File: config.mk
export PLATFORM = sky130hd
export DESIGN_NAME = baud_gen
export DESIGN_NICKNAME = d
export VERILOG_FILES = /design/src/rtl/uart_pkg.sv /design/src/rtl/baud_gen.sv
export SDC_FILE = /design/constraint.sdc
export NUM_CORES = 1
export LEC_CHECK = 0
export CORE_UTILIZATION = 50
export DETAILED_ROUTE_END_ITERATION = 10
export HOLD_SLACK_MARGIN = 0.15
export PLACE_DENSITY = 0.73
export SETUP_SLACK_MARGIN = 0.15
export SLEW_MARGIN = 20
export SYNTH_ARGS = -nofsm -noshare
export SYNTH_HDL_FRONTEND = slang
export SYNTH_SLANG_ARGS = --single-unit
export TNS_END_PERCENT = 5
File: constraint.sdc
create_clock -name clk -period 8.7 [get_ports clk]
set_input_delay 1.305 -clock clk [delete_from_list [all_inputs] [get_ports clk]]
set_output_delay 1.305 -clock clk [all_outputs]
set_load 0.005 [all_outputs]
File: src/rtl/uart_pkg.sv
// uart_pkg: shared widths and divisor type for the UART baud-rate generator
package uart_pkg;
  localparam int DLL_W = 8;
  localparam int DLH_W = 4;
  localparam int DIV_W = 12;
  localparam int CNT_W = 16;
  typedef logic [DIV_W-1:0] div_t;
  function automatic div_t mk_div(input logic [DLH_W-1:0] hi, input logic [DLL_W-1:0] lo);
    return {hi, lo};
  endfunction
endpackage

File: src/rtl/baud_gen.sv
// baud_gen: programmable baud tick generator, divisor {dlh,dll} sets period in clk cycles
//  clk, rst (sync, active-high); dll/dlh divisor latches; br tick/square output; counter phase within period
//  BAUD_GEN_SQUARE_OUT_EN defined: br toggles at each terminal count instead of pulsing
module baud_gen
  import uart_pkg::*;
(
  input  logic             clk,
  input  logic             rst,
  input  logic [DLL_W-1:0] dll,
  input  logic [DLH_W-1:0] dlh,
  output logic             br,
  output logic [CNT_W-1:0] counter
);
  div_t div_q, div_in, div_m1;
  logic idle, tc;
  assign div_in = mk_div(dlh, dll);
  assign idle   = div_q == '0;
  assign div_m1 = div_q - DIV_W'(1);
  assign tc     = !idle && counter == CNT_W'(div_m1);
  // shadow divisor only follows the latches at period boundaries or while idle
  always_ff @(posedge clk) begin
    if (rst) begin
      div_q   <= div_in;
      counter <= '0;
      br      <= 1'b0;
    end else begin
      div_q   <= (tc || idle) ? div_in : div_q;
      counter <= (tc || idle) ? '0 : counter + CNT_W'(1);
`ifdef BAUD_GEN_SQUARE_OUT_EN
      br      <= tc ? ~br : br;
`else
      br      <= tc;
`endif
    end
  end
endmodule

Word-level counts from Yosys, hierarchy flattened:

Cells that the tools add are included.

* add/subtract/negate cells: 2
* eq/ne operators: 1
* mux-type cells: 2
* reductions and logical operators: 6

Operator list (count)
* $mux 12: 2
* $add 16x1->16 const B: 1
* $eq 16x12->1: 1
* $logic_not 12->1: 1
* $sub 12x1->12 const B: 1
* $reduce_bool 2->1: 1
* $reduce_or 2->1: 1
* $logic_and 1x1->1: 1
* $logic_not 1->1: 1
* $logic_or 1x1->1: 1

* bits in registers: 29
* bits of input ports: 14
* logic and storage cells: 14

Longest topological paths before layout:

* word-level depth: 6
* mapped depth: 9
* gate-level depth less buffers: 8

Worst setup path before layout:

No wires, ideal clock.

* path kind: register to register
* from: reg div_q[0]
* to: reg div_q[0] (enable)
* library setup time: 322 ps
* data arrival time: 2768 ps
* required time: 8378 ps
* path slack: 5611 ps
* stages on the path, launching flop included: 9
* buffers on the path: 0
* clock period less this slack: 3089 ps
* cell sequence: edfxtp_1 > inv_1 > ha_1 > or4b_4 > or3_1 > a2111o_1 > a2111o_1 > o21bai_4 > and2_2

* word-level cells in the longest chain between the ends: 5

Ends and longest elaborated chain
* start: declaration: RTL line baud_gen.sv:14 `div_t div_q, div_in, div_m1;`
* start signal: assignment: RTL line baud_gen.sv:23 `div_q <= div_in;`
* start signal: assignment: RTL line baud_gen.sv:27 `div_q <= (tc || idle) ? div_in : div_q;`
* $sub 12x1->12 / $logic_not 12->1 (equally long branches): RTL line baud_gen.sv:18, baud_gen.sv:17
* $eq 16x12->1 / $logic_not 1->1 (equally long branches): RTL line baud_gen.sv:19 `assign tc = !idle && counter == CNT_W'(div_m1);`
* $logic_and 1x1->1: RTL line baud_gen.sv:19
* $logic_or 1x1->1 *: RTL line baud_gen.sv:27
* $reduce_bool 2->1 (no line) *

Every way passes the cells marked *; elsewhere a longest branch is shown, timed or not.
A chain may end at the register's enable or synchronous reset.

Worst setup path in the final report:

* from: reg div_q[0]
* to: reg div_q[11] (enable)

The elaborated chain is that of the path after synthesis.

==> key figures <==
Critical path
  – Crit path top cell by count: a2111o_1
  – Worst setup path end: div_q[11]$_DFFE_PP_
  – RR Endpoint: div_q[11]$_DFFE_PP_
  – Critical path arrival: about 3.5 ns
  – R2r startpoint: div_q[0]$_DFFE_PP_
  – Worst setup path startpoint: div_q[0]$_DFFE_PP_
  – Critical path required time: about 8.7 ns
  – Crit path cell chain: inv_1, ha_1, or4b_4, or3_1, a2111o_1, a2111o_1, o21bai_4, and2_2
  – CP endpoint kind: flip-flop
  – Worst path max stage delay: approximately 0.49 ns
  – Critical path type: reg -> reg
  – FF-to-FF setup slack: slightly above 5 ns
  – Worst Path Max Fanout: 14
  – Crit start category: flip-flop
  – CP max stage cell: or4b_4
  – FF-to-FF path depth: 8

Drt
  – Residual DRC: 0
  – Vias/cell: between 5 and 6
  – Routed vias: around 1300
  – ANT nets after route: 0
  – Drt total wl: 3320 µm
  – Drt first pass iters: 4
  – Initial detailed-routing violation count: 46
  – WL/cell: between 10 and 15 µm

Final layout
  – Layout cells sized above 1: between 10% and 20%
  – Commonest cells after routing, fill and taps aside: clkdlybuf4s50_1 (30), dfxtp_1 (17), xnor2_1 (14)
  – Register area: approximately 700 µm²
  – Synthesis-to-finish area growth: 21.1%
  – Multi-input logic area: 825 µm²
  – Diode count: 0
  – Finished Cell Area: a little under 2000 µm²
  – Most common cell after layout, fill and taps aside: clkdlybuf4s50_1
  – FILL cells: 265
  – Nets: about 200

Clock network
  – CTS buffer count: 5
  – Hold-fix buffers, CTS: 0
  – Post-CTS setup buffer count: 0
  – Clock sink count: 29
  – CTS-repair resized insts: 0
  – Clock Latency Late Sink: 0.32 ns
  – Max clock buf depth: 2
  – Clk slew on worst S/H paths: around 0.09 ns
  – CTS root buf: clkbuf_4
  – H-Tree Depth: 2
  – CTS tree: yes

Global routing
  – Tot GR Track Use: 21.6%
  – Initial antenna violation count: 0
  – Vias in the first global route: approximately 1300
  – First-pass GRT wire length: about 5500 µm
  – Largest net degree at the start of global routing: 15
  – Grt ovf: 0

Placed design
  – Gpl congestion: around 0.82
  – Port buffer count: 30
  – Post-DP HPWL: between 2000 and 3000 µm
  – Placement Cell Area: ~1900 µm²

STA
  – Clock skew: about 0.0044 ns
  – Worst Max-Slew Pin Slew: 0.578 ns
  – RSZ-0062 raised after global routing: no
  – Final Cycle Share: between 40% and 50%
  – Max-slew violations: 0
  – Final Critical Period: about 3.5 ns
  – Final hold vios: 0
  – Fmax: ~0.28 GHz
  – Final setup TNS: 0 ns
  – Final setup violation count: 0
  – Slew headroom: between 60 and 70%

Status
  – Status: complete, no violations

Job
  – Max cap viols: 0

Synthesis
  – Top cells by area, synth: edfxtp_1 (22%), dfxtp_1 (21%), xnor2_1 (7.5%), xor2_1 (6.4%), a21oi_1 (4.0%)
  – Mapped Area: 1630 µm²
  – Register area share after synthesis: a little over two fifths
  – Synth async-reset ratio: 0%
  – Synthesized net count: around 170
  – Synth warnings: 0
  – Post-synth top flop: dfxtp_1
  – Synth area leader: edfxtp_1
  – Post-synth top area share: between 20 and 25%
  – EDFF count, synth: 12
  – Yosys reg bits: 29
  – Synth cell types: 47
  – Mapped Cells: 157
  – Avg Synthesized Cell Area: roughly 10 µm²

Power
  – Pleak: 0.638 nW
  – P per Cell Area: roughly 160 nW/µm²
  – Tot Pwr: between 0.3 and 0.4 mW
  – Worst IR Drop VDD: 0.000105 V

Die
  – Initial Utilization: 53.0%
  – Rows: 20
  – CORE AREA: roughly 3100 µm²
  – I/O pin total: 31
  – Full die area: 3500 µm²
  – Die Y: ~60 µm
  – Die Wd: 59.1 µm

Hold path
  – Hold Path Class: reg -> reg
-- worst min-delay path by stage --
stage | start | end | slack (ns) | depth (start not counted)
after detailed placement | counter[0]$_SDFF_PP0_ | counter[0]$_SDFF_PP0_ | 0.53 | 1
final | counter[15]$_SDFF_PP0_ | counter[15]$_SDFF_PP0_ | 0.56 | 2
after floorplan | counter[0]$_SDFF_PP0_ | counter[0]$_SDFF_PP0_ | 0.49 | 1
after CTS | counter[0]$_SDFF_PP0_ | counter[0]$_SDFF_PP0_ | 0.56 | 1
after global placement | counter[15]$_SDFF_PP0_ | counter[15]$_SDFF_PP0_ | 0.54 | 2
after global routing | counter[0]$_SDFF_PP0_ | counter[0]$_SDFF_PP0_ | 0.60 | 1
-- registers in the layout, indices dropped and copies added (netlist names) --
name     cells
br           1
counter     16
div_q       12
-- routing by layer --
metal  vias to the layer above  track usage (%)  part of all wire [%]
met3                         6             5.46                   3.5
met4                         0             11.6                   1.8
li1                        639                -                     -
met2                        31             35.9                    51
met5                         -                0                     0
met1                       607             25.6                    44
-- synth_stat cells, types with 3 or more instances --
cell type / instances
dfxtp_1: 17
xnor2_1: 14
a21oi_1: 13
edfxtp_1: 12
xor2_1: 12
nor2_1: 10
nand3_1: 7
nor4_1: 6
inv_1: 5
nand2_1: 5
ha_1: 3
nand4_1: 3
nor3_1: 3
-- logic make-up (layout without fill, tap and decap cells) --
| group | after synthesis | after routing | synth area share (%) |
|---|---|---|---|
| buf+inv | 13 | 43 | 6.59 |
| mux | 1 | 1 | 0.690 |
| fa+ha+maj | 3 | 3 | 2.30 |
| compound gates | 29 | 29 | 13.3 |
| xor+xnor | 26 | 26 | 13.9 |
| flops | 29 | 29 | 42.9 |
| simple gates | 56 | 56 | 20.2 |
-- stage by stage --
step / cells / util [%] / hold slack (ns) / setup slack, ns
floorplan: 157 / - / 0.485 / 5.61
global placement: 223 / 61.7 / 0.538 / 5.31
detailed placement: 223 / 61.7 / 0.528 / 5.21
CTS: 231 / 64.3 / 0.565 / 5.18
global route: 231 / 64.3 / 0.600 / 5.07
finish: 231 / 64.3 / 0.560 / 5.18
-- critical path, delay by kind of cell, from the launching register on --
kind            cells  cell delay, ns
flops               1            0.42
simple gates        3            1.23
compound gates      3            1.25
buf+inv             1            0.10
fa+ha+maj           1            0.21
-- area by class of cell --
type,instances,area share (%)
multi-input combinational,115,41.7
clock inverter,3,2.09
tap,44,2.78
clock buffer,5,1.90
inverter,5,0.949
sequential,29,35.4
timing repair buffer,30,15.2
-- where the power goes --
part | internal (mW) | leakage, nW | total (mW) | switching, mW
sequential | 0.151 | 0.252 | 0.165 | 0.0141
combinational | 0.0298 | 0.348 | 0.0492 | 0.0193
clock | 0.0594 | 0.0389 | 0.106 | 0.0463
total | 0.240 | 0.638 | 0.320 | 0.0797
Note: power is estimated with default switching activity, not from simulation.
